--- src/rtl/fetch_entry_queue.sv ---
// Fetch entry FIFO between the frontend and id_stage: circular buffer with
// flush, and an input lock that engages once a faulting entry is accepted.
package ariane_pkg;
    typedef struct packed {
        logic [31:0] cause;
        logic [31:0] tval;
        logic        valid;
    } exception_t;

    typedef struct packed {
        logic [1:0]  cf;
        logic [31:0] predict_address;
    } branchpredict_sbe_t;

    typedef struct packed {
        logic [31:0]        address;
        logic [31:0]        instruction;
        branchpredict_sbe_t branch_predict;
        exception_t         ex;
    } fetch_entry_t;
endpackage

module fetch_entry_queue #(
    parameter int unsigned DEPTH = 4
) (
    input  logic                       clk_i,
    input  logic                       rst_i,
    input  logic                       flush_i,
    input  ariane_pkg::fetch_entry_t   fetch_entry_i,
    input  logic                       fetch_entry_valid_i,
    output logic                       fetch_entry_ready_o,
    output ariane_pkg::fetch_entry_t   fetch_entry_o,
    output logic                       fetch_entry_valid_o,
    input  logic                       fetch_entry_ready_i,
    output logic [$clog2(DEPTH):0]     count_o,
    output logic                       fault_lock_o
);
    localparam int unsigned PTR_W = $clog2(DEPTH);
    localparam int unsigned CNT_W = PTR_W + 1;
    localparam logic [CNT_W-1:0] DEPTH_CNT = CNT_W'(DEPTH);

    logic [PTR_W-1:0] rd_ptr_q, rd_ptr_d;
    logic [PTR_W-1:0] wr_ptr_q, wr_ptr_d;
    logic [CNT_W-1:0] count_q, count_d;
    logic             fault_lock_q, fault_lock_d;

    logic             push;
    logic             pop;
    logic [DEPTH-1:0] slot_we;
    ariane_pkg::fetch_entry_t slot_rd [DEPTH];

    // Ready ignores the consumer so no combinational path crosses the queue.
    assign fetch_entry_ready_o = (count_q < DEPTH_CNT) && !fault_lock_q && !flush_i;
    assign fetch_entry_valid_o = (count_q != '0);
    assign push                = fetch_entry_valid_i && fetch_entry_ready_o;
    assign pop                 = fetch_entry_valid_o && fetch_entry_ready_i;

    assign fetch_entry_o = slot_rd[rd_ptr_q];
    assign count_o       = count_q;
    assign fault_lock_o  = fault_lock_q;

    always_comb begin
        slot_we          = '0;
        slot_we[wr_ptr_q] = push;
    end

    // Storage is deliberately not reset; only the pointers define validity.
    generate
        for (genvar gi = 0; gi < DEPTH; gi++) begin : g_slot
            ariane_pkg::fetch_entry_t slot_q;
            always_ff @(posedge clk_i) begin
                if (slot_we[gi]) begin
                    slot_q <= fetch_entry_i;
                end
            end
            assign slot_rd[gi] = slot_q;
        end
    endgenerate

    always_comb begin
        rd_ptr_d     = rd_ptr_q;
        wr_ptr_d     = wr_ptr_q;
        count_d      = count_q;
        fault_lock_d = fault_lock_q;
        if (flush_i) begin
            rd_ptr_d     = '0;
            wr_ptr_d     = '0;
            count_d      = '0;
            fault_lock_d = 1'b0;
        end else begin
            if (push) begin
                wr_ptr_d = wr_ptr_q + 1'b1;
            end
            if (pop) begin
                rd_ptr_d = rd_ptr_q + 1'b1;
            end
            count_d = count_q + CNT_W'(push) - CNT_W'(pop);
            if (push && fetch_entry_i.ex.valid) begin
                fault_lock_d = 1'b1;
            end
        end
    end

    always_ff @(posedge clk_i) begin
        if (rst_i) begin
            rd_ptr_q     <= '0;
            wr_ptr_q     <= '0;
            count_q      <= '0;
            fault_lock_q <= 1'b0;
        end else begin
            rd_ptr_q     <= rd_ptr_d;
            wr_ptr_q     <= wr_ptr_d;
            count_q      <= count_d;
            fault_lock_q <= fault_lock_d;
        end
    end
endmodule

--- config.mk ---
export PLATFORM = sky130hd
export DESIGN_NAME = fetch_entry_queue
export DESIGN_NICKNAME = d
export VERILOG_FILES = /design/src/rtl/fetch_entry_queue.sv
export SDC_FILE = /design/constraint.sdc
export NUM_CORES = 1
export LEC_CHECK = 0
export ABC_AREA = 1
export BUFFER_PORTS_ARGS = -buffer_cell sky130_fd_sc_hd__buf_2
export CAP_MARGIN = 20
export CORE_ASPECT_RATIO = 1.75
export CORE_UTILIZATION = 50
export CTS_CLUSTER_DIAMETER = 50
export DETAILED_ROUTE_END_ITERATION = 10
export PLACE_DENSITY = 0.71
export SYNTH_ARGS = -nofsm -noshare
export SYNTH_HDL_FRONTEND = slang
export SYNTH_SLANG_ARGS = --single-unit
--- constraint.sdc ---
create_clock -name clk_i -period 25.6 [get_ports clk_i]
set_clock_uncertainty 0.2 [all_clocks]
set_input_delay 3.84 -clock clk_i [delete_from_list [all_inputs] [get_ports clk_i]]
set_output_delay 3.84 -clock clk_i [all_outputs]
set_load 0.005 [all_outputs]
==> results of run 1 <==
-- power groups by stage --
stage,sequential (mW),combinational (mW),clock (mW)
floorplan,1.24,0.0414,0
global placement,1.24,0.0894,0
detailed placement,1.24,0.0937,0
CTS,1.21,0.0943,0.921
global route,1.21,0.103,0.960
finish,1.21,0.0937,0.904
-- flip-flops by register name (all words and copies together), names as in the netlist --
register	cells
g_slot.slot_q	652
count_o	3
rd_ptr_q	2
wr_ptr_q	2
fault_lock_o	1
-- layout by cell type, fill, tap and decap left out --
cell	n
dfxtp_4	2
edfxtp_1	652
nor2_1	334
nand3_1	1
clkbuf_16	57
buf_4	11
buf_2	336
xnor2_1	1
o21ai_0	182
dfxtp_1	6
a21oi_1	4
diode_2	17
clkinvlp_4	3
inv_1	16
clkinv_4	3
buf_12	3
clkinv_2	12
nand4_1	3
buf_16	1
nor2_4	4
ha_1	6
bufinv_16	13
clkinv_1	7
inv_8	1
nand2_1	11
nor3_1	1
o22ai_1	163
inv_4	1
and2_1	1
clkbuf_1	6
fa_1	1
o21ai_1	145
-- final cells by class --
type / count / area share
Sequential cell: 660 / 0.689
Multi-Input combinational cell: 857 / 0.145
Timing Repair Buffer: 351 / 0.0646
Clock buffer: 63 / 0.0505
Tap cell: 654 / 0.0285
Clock inverter: 38 / 0.0183
Inverter: 18 / 0.00271
Antenna cell: 17 / 0.00148
-- stage by stage --
step | cells | cell area (um^2) | worst slack [ns]
2_1_floorplan | 1643 | 24600 | 13.66
3_3_place_gp | 2539 | 26600 | 17.24
3_5_place_dp | 2539 | 26600 | 17.27
4_1_cts | 2640 | 28600 | 17.27
5_1_grt | 2658 | 28700 | 17.17
6_report | 2658 | 28700 | 17.26
-- routing by layer --
metal  GRT usage  up-vias  routed length (um)
li1            -     6843                   -
met1       0.223     7442               19400
met2       0.391      541               29200
met3      0.0517      132                3910
met4       0.118       12                2320
met5           0        -                  76
-- cells by family after synthesis --
kind of cell             after synthesis  share of synthesized area
AO/OA/AOI/OAI                        494                      0.109
XOR/XNOR                               1                   0.000356
adder cells (fa/ha/maj)                7                    0.00386
buffers and inverters                126                     0.0304
flip-flops                           660                      0.802
AND/OR/NAND/NOR                      355                     0.0546
-- worst max-delay path by stage --
stage	start	end	slack (ns)
floorplan	flush_i	g_slot[0].slot_q[0]	13.66
CTS	flush_i	fetch_entry_ready_o	17.27
finish	flush_i	fetch_entry_ready_o	17.26
detailed placement	flush_i	fetch_entry_ready_o	17.27
global route	flush_i	fetch_entry_ready_o	17.17
global placement	flush_i	fetch_entry_ready_o	17.24
-- worst max-delay path, delay by kind of cell --
kind | cells | cell delay (ns)
AND/OR/NAND/NOR | 1 | 0.19
buffers and inverters | 2 | 0.27
==> results.yml, run 1 <==
clock_tree:
  h-tree-depth: 2
  clock_latency_ns: 0.57
  cts_root_buf: "clkbuf_16"
  path_clk_slew_ns: 0.06
  cts_buffer_depth: 3
  cts.repair.resized: 0
  tritoncts: "done"
  cts_buffers: 55
  ctsHoldBuffers: 0
  cts_sinks: 660
  postCtsSetupRepairBufs: 0
detailed_routing:
  drt_iter0_markers: 1080
  wl_per_cell_um: 20.7
  num_vias: 15000
  routed_wl_mm: 54.9
  drtPass1Iterations: 7
  vias_per_cell: 5.63
  drc: 0
  ant_nets: 0
synth:
  yosys_warnings: 0
  synth_async_sr_flop_share: 0
  synth_nets: 1818
  ys_seq_elements: 660
  synth_top_area_cell: "edfxtp_1"
  yosys_most_used_dff: "edfxtp_1"
  synth.avg_cell_area_um2: 15.0
  ys_types: 23
  synth_edf_count: 652
  synthesis.area_um2: 24600
  ys_seq_area_frac: 0.802
  yosysMostFrequentCell: "edfxtp_1"
  synth_area_leaders: "edfxtp_1, nor2_1, o22ai_1, o21ai_0, o21ai_1"
  synth_cells: 1643
  synth_top_area_frac: 0.795
  ys_top_cells_by_count: "edfxtp_1, nor2_1, o21ai_0"
grt:
  grt_max_degree: 141
  antenna_found_initial: 24
  grt_pass1_wl_mm: 81.7
  gr-usage-all-layers: 0.214
  overflow: 0
  grt_pass1_vias: 15200
final_layout:
  final_util: 0.590
  multi_input_area_um2: 4160
  seqCellArea_um2: 19700
  nets: 2118
  drive_gt1_frac: 0.225
  syn_to_final_growth_pct: 16.5
  num-fill-cells: 3645
worst_hold_path:
  hp-class: "reg -> reg"
  holdCritStartpoint: "fault_lock_o"
  hold_path_depth: 2
  holdPathEnd: "fault_lock_o"
floorplanning:
  io_pins: 337
  die_area_um2: 50200
  initial_utilization: 0.506
  rows: 107
  design.core.area_um2: 48600
  fp.dieH_um: 296
  die_w_um: 170
worst_setup_path:
  cp_max_fo: 3
  rrSetupSlack_ns: 21.88
  r2r-end: "g_slot[3].slot_q[40]"
  regToRegStartpoint: "count_o[2]"
  critical_path_required_ns: 21.56
  arrival_ns: 4.30
  reg2reg_depth: 5
  cp-start-kind: "input pin"
  crit_top_cell: "buf_2"
  cpPeakStageDelay_ns: 0.19
  path_class: "in -> out"
  cpMaxStageDelayCell: "nor3_1"
  path_cells: "buf_2 -> nor3_1 -> buf_2"
  cp-end-kind: "output port"
status:
  status: "completed"
power_and_ir_drop:
  seq_power_share: 0.549
  swShare: 0.195
  clkPwrFrac: 0.409
  vdd_drop_max_v: 0.0000644
  total_power_mw: 2.21
  power_switching_mw: 0.432
  p_int_mw: 1.78
  cellLeakagePower_nw: 9.92
  powerDensity_nw_per_um2: 77.1
  combPwrFrac: 0.042
timing:
  period_minus_slack_ns: 8.34
  slew-limit-headroom: 0.281
  hold_viol_final: 0
  drv_slew: 0
  fmax_mhz: 120
  setup_viol: 0
  worstMarginPinSlew_ns: 1.08
  rsz0062_at_grt: "false"
  fin_setup_tns_ns: 0
  fin_crit_sh: 0.326
  holdWs_ns: 0.296
flow_run:
  cap_violations: 0
place:
  dp_hpwl_mm: 30.1
  gp_congestion: 0.771
  io_buffers: 336
Note: power is estimated with default switching activity, not from simulation.
==> inputs of run 2 (changes only) <==
--- a/config.mk
+++ b/config.mk
@@ -5,7 +5,7 @@
 export SDC_FILE = /design/constraint.sdc
 export NUM_CORES = 1
 export LEC_CHECK = 0
-export ABC_AREA = 1
+export ABC_AREA = 0
 export BUFFER_PORTS_ARGS = -buffer_cell sky130_fd_sc_hd__buf_2
 export CAP_MARGIN = 20
 export CORE_ASPECT_RATIO = 1.75
==> constraint.sdc (replaced) <==
create_clock -name clk_i -period 8.38 [get_ports clk_i]
set_clock_uncertainty 0.2 [all_clocks]
set_input_delay 1.257 -clock clk_i [delete_from_list [all_inputs] [get_ports clk_i]]
set_output_delay 1.257 -clock clk_i [all_outputs]
set_load 0.005 [all_outputs]
==> run 2 against run 1 <==
Against the previous run: via count decreased by 29%; critical path type is now reg -> out; core utilization decreased by 0.18 points; wire length decreased by 16%; worst hold slack improved by 0.12 ns; critical path depth unchanged; sequential power increased to 3.1 times the previous value; first-iteration DRC count decreased by 41%; area after synthesis decreased by 1.9%; die area decreased by 1.8%; sequential cell count unchanged.
==> results.yml, run 2 <==
status:
  status: "completed"
place:
  gp_congestion: 0.707
  dp_hpwl_mm: 28.1
  io_buffers: 336
  dp_worst_setup_slack_ns: 3.92
detailed_routing:
  drt_iter0_markers: 637
  num_vias: 10600
  drc: 0
  vias_per_cell: 5.55
  drtPass1Iterations: 4
  ant_nets: 0
  wl_per_cell_um: 24.0
  routed_wl_mm: 45.9
final_layout:
  syn_to_final_growth_pct: 16.2
  regMostFlops: "g_slot.slot_q"
  largest_reg_flops: 652
  nets: 1445
  final_cell_mix: "edfxtp_1, buf_2, mux4_2"
  final_common_cell: "edfxtp_1"
  drive_gt1_frac: 0.462
power_and_ir_drop:
  vdd_drop_max_v: 0.000195
  total_power_mw: 6.44
  powerDensity_nw_per_um2: 229
  cellLeakagePower_nw: 9.22
clock_tree:
  cts_buffer_depth: 3
  ctsHoldBuffers: 0
  cts.repair.resized: 0
  cts_root_buf: "clkbuf_16"
  postCtsSetupRepairBufs: 0
  tritoncts: "done"
  h-tree-depth: 2
  cts_sinks: 660
  clock_latency_ns: 0.57
  cts_buffers: 56
  path_clk_slew_ns: 0.06
worst_setup_path:
  regToRegStartpoint: "count_o[2]"
  path_class: "reg -> out"
  arrival_ns: 3.26
  cp_max_fo: 48
  r2r-end: "g_slot[3].slot_q[38]"
  critical_path_required_ns: 6.92
  cp-start-kind: "flop"
  rrSetupSlack_ns: 5.00
  cp-end-kind: "output port"
  reg2reg_depth: 4
timing:
  hold_viol_final: 0
  fmax_mhz: 212
  period_minus_slack_ns: 4.71
  slew-limit-headroom: 0.302
  holdWs_ns: 0.419
  worstMarginPinSlew_ns: 1.05
  fin_crit_sh: 0.563
  setup_viol: 0
  drv_slew: 0
  rsz0062_at_grt: "false"
  fin_setup_tns_ns: 0
  worst_slack_ns: 3.67
floorplanning:
  io_pins: 337
  rows: 106
  design.core.area_um2: 47700
  initial_utilization: 0.506
  die_area_um2: 49200
  die_w_um: 168
  fp.dieH_um: 293
synth:
  synthXorXnorAreaFrac: 0.000932
  synth_compound_area_frac: 0.00109
  synth_top_family_by_area: "multiplexers"
  yosys_warnings: 0
  synth_cells: 902
  synth_top_area_frac: 0.811
  yosys_most_used_dff: "edfxtp_1"
  synth_nets: 1077
  ys_types: 22
  synth_async_sr_flop_share: 0
  yosysMostFrequentCell: "edfxtp_1"
  synthAdderAreaFrac: 0.00394
  synthSimpleGateAreaFrac: 0.00580
  synth.avg_cell_area_um2: 26.8
  ys_seq_elements: 660
  synth_area_leaders: "edfxtp_1, mux4_2, buf_12, dfxtp_1, buf_2"
  ys_seq_area_frac: 0.817
  synth_edf_count: 652
  muxShareOfSynthArea: 0.154
  synth_top_area_cell: "edfxtp_1"
  synthesis.area_um2: 24200
  ys_top_cells_by_count: "edfxtp_1, mux4_2, buf_2"
grt:
  grt_pass1_wl_mm: 68.0
  grt_pass1_vias: 11400
  overflow: 0
  gr-usage-all-layers: 0.188
  grt_max_degree: 78
  antenna_found_initial: 16
worst_hold_path:
  holdPathEnd: "fault_lock_o"
  hp-class: "reg -> reg"
  holdCritStartpoint: "fault_lock_o"
  hold_path_depth: 1
flow_run:
  cap_violations: 0
-- run 2: worst max-delay path, stage by stage (launching register included) --
cell,delay [ns]
dfxtp_4,0.98
buf_4,0.84
mux4_2,0.61
buf_2,0.16
-- run 2: cell type report --
type	count	area, um^2
antenna	9	22.5
clock buffer	61	1440
clock inverter	35	302
fill	3432	19700
inverter	5	18.8
sequential	660	19700
multi-input combinational	198	4010
timing repair buffer	349	1790
tap	594	743
-- run 2: kinds of logic (layout without fill, tap and decap cells) --
logic type | count (synthesis) | count (layout)
multiplexers | 167 | 167
other | 0 | 9
AO/OA/AOI/OAI | 3 | 3
AND/OR/NAND/NOR | 20 | 20
flip-flops | 660 | 660
adder cells (fa/ha/maj) | 7 | 7
buffers and inverters | 44 | 450
XOR/XNOR | 1 | 1
-- run 2: metrics by stage --
| stage | instance area, um^2 | std cells | util |
|---|---|---|---|
| global placement | 26300 | 1806 | 0.551 |
| floorplan | 24200 | 902 | - |
| global route | 28100 | 1909 | 0.588 |
| CTS | 28100 | 1902 | 0.588 |
| finish | 28100 | 1911 | 0.588 |
| detailed placement | 26300 | 1806 | 0.551 |
-- run 2: how the worst max path moves through the flow --
stage,start,endpoint,slack [ns]
detailed placement,flush_i,g_slot[3].slot_q[40],3.92
finish,rd_ptr_q[0],fetch_entry_o[56],3.67
CTS,rd_ptr_q[0],fetch_entry_o[56],3.51
global placement,flush_i,g_slot[3].slot_q[40],3.95
global route,rd_ptr_q[0],fetch_entry_o[10],3.37
floorplan,flush_i,g_slot[0].slot_q[0],2.25
-- run 2: report_power, final --
group / internal [mW] / total, mW / switching (mW)
Sequential: 3.68 / 3.70 / 0.0166
Combinational: 0.125 / 0.261 / 0.135
Clock: 1.39 / 2.47 / 1.09
Total: 5.20 / 6.44 / 1.24
-- run 2: per-layer routing --
metal,vias to the layer above,track usage,part of all wire
li1,4647,-,-
met1,5542,0.217,0.36
met2,319,0.337,0.55
met3,80,0.0478,0.064
met4,10,0.0687,0.025
met5,-,0,0.0015
==> inputs of run 3 (changes only) <==
==> constraint.sdc (replaced) <==
create_clock -name clk_i -period 4.5 [get_ports clk_i]
set_clock_uncertainty 0.2 [all_clocks]
set_input_delay 0.675 -clock clk_i [delete_from_list [all_inputs] [get_ports clk_i]]
set_output_delay 0.675 -clock clk_i [all_outputs]
set_load 0.005 [all_outputs]
==> run 3 against run 2 <==
Against the previous run: wire length up 1.5%; sequential power grew 86%; sequential cell count stayed put; largest cell class unchanged.
==> results.yml, run 3 (synthesis gave the netlist of run 2 again) <==
place:
  dp_hpwl_mm: 29.6
  gp_congestion: 0.730
  dp_worst_setup_slack_ns: 1.39
  placedCellCount: 1818
  io_buffers: 336
  placed_area_um2: 26500
detailed_routing:
  num_vias: 10700
  drt_iter0_markers: 693
  vias_per_cell: 5.54
  drc: 0
  ant_nets: 0
  routed_wl_mm: 46.6
  wl_per_cell_um: 24.2
  drtPass1Iterations: 5
final_layout:
  final_area_um2: 28300
  nets: 1457
  largest_reg_flops: 652
  final_cell_mix: "edfxtp_1, buf_2, mux4_2"
  final_common_cell: "edfxtp_1"
  drive_gt1_frac: 0.469
  regMostFlops: "g_slot.slot_q"
  syn_to_final_growth_pct: 17.1
  fin_cells: 1928
timing:
  fmax_mhz: 298
  period_minus_slack_ns: 3.35
  rsz0062_at_grt: "false"
  drv_slew: 0
  setup_viol: 0
  worstMarginPinSlew_ns: 0.920
  slew-limit-headroom: 0.386
  fin_crit_sh: 0.745
  hold_viol_final: 0
  worst_slack_ns: 1.15
  fin_setup_tns_ns: 0
power_and_ir_drop:
  p_int_mw: 9.60
  combPwrFrac: 0.042
  cellLeakagePower_nw: 9.31
  vdd_drop_max_v: 0.000369
  seq_power_share: 0.577
  powerDensity_nw_per_um2: 422
  clkPwrFrac: 0.382
  power_switching_mw: 2.35
  total_power_mw: 11.9
  swShare: 0.197
floorplanning:
  design.core.area_um2: 47700
  rows: 106
  io_pins: 337
  die_w_um: 168
  die_area_um2: 49200
  fp.dieH_um: 293
  initial_utilization: 0.506
clock_tree:
  h-tree-depth: 2
  ctsHoldBuffers: 0
  cts.repair.resized: 0
  tritoncts: "done"
  path_clk_slew_ns: 0.06
  clock_latency_ns: 0.57
  cts_buffer_depth: 3
  cts_sinks: 660
  postCtsSetupRepairBufs: 0
  cts_root_buf: "clkbuf_16"
  cts_buffers: 56
grt:
  grt_max_degree: 125
  gr-usage-all-layers: 0.190
  grt_pass1_wl_mm: 69.2
  grt_pass1_vias: 11300
  overflow: 0
  antenna_found_initial: 21
worst_setup_path:
  cp-end-kind: "output port"
  critical_path_required_ns: 3.62
  cp-start-kind: "flop"
  path_class: "reg -> out"
  cp_max_fo: 39
  arrival_ns: 2.48
worst_hold_path:
  hp-class: "in -> reg"
flow_run:
  cap_violations: 0
status:
  status: "completed"
[run 3: changes by cell type in the layout (fill, tap and decap cells not counted), sizes merged]
cell,previous run,this run
bufinv,5,3
clkbuf,61,63
clkinvlp,2,4
buf,349,361
inv,6,7
clkinv,27,29
[run 3: layer usage]
| metal | GRT usage | up-vias | share of wire |
|---|---|---|---|
| met1 | 0.222 | 5554 | 0.37 |
| met4 | 0.0818 | 22 | 0.034 |
| met5 | 0 | - | 0.0028 |
| li1 | - | 4684 | - |
| met3 | 0.0555 | 93 | 0.071 |
| met2 | 0.328 | 326 | 0.53 |
[run 3: path summary, 6_finish.rpt]
| kind | from | to | slack (ns) | depth (start not counted) |
|---|---|---|---|---|
| setup / recovery | rd_ptr_q[0] | fetch_entry_o[3] | 1.15 | 3 |
| hold / removal | fetch_entry_i[116] | g_slot[3].slot_q[116] | 0.10 | 1 |
| setup reg to reg | count_o[2] | g_slot[0].slot_q[39] | 1.83 | 3 |
| hold reg to reg | fault_lock_o | fault_lock_o | 0.40 | 1 |
[run 3: area by class of cell]
class / instances / area (um^2)
clock buffer: 63 / 1450
fill: 3382 / 19500
multi-input combinational: 198 / 4010
inverter: 5 / 18.8
sequential: 660 / 19700
antenna: 9 / 22.5
clock inverter: 38 / 289
timing repair buffer: 361 / 2010
tap: 594 / 743
[run 3: worst max-delay path: stages (launching register included)]
cell	delay, ns
dfxtp_4	0.73
buf_12	0.38
mux4_2	0.58
buf_2	0.15
[run 3: power by group through the flow]
stage | combinational, mW | sequential [mW] | clock [mW]
after floorplan | 0.233 | 7.02 | 0
after global placement | 0.494 | 7.02 | 0
after detailed placement | 0.509 | 7.02 | 0
after CTS | 0.510 | 6.89 | 4.66
after global routing | 0.540 | 6.89 | 4.87
final | 0.499 | 6.89 | 4.56
[run 3: through the flow]
step | util | hold slack (ns)
2_1_floorplan | - | 0.380
4_1_cts | 0.592 | 0.0699
3_3_place_gp | 0.556 | 0.382
6_report | 0.592 | 0.102
3_5_place_dp | 0.556 | 0.380
5_1_grt | 0.592 | 0.0833
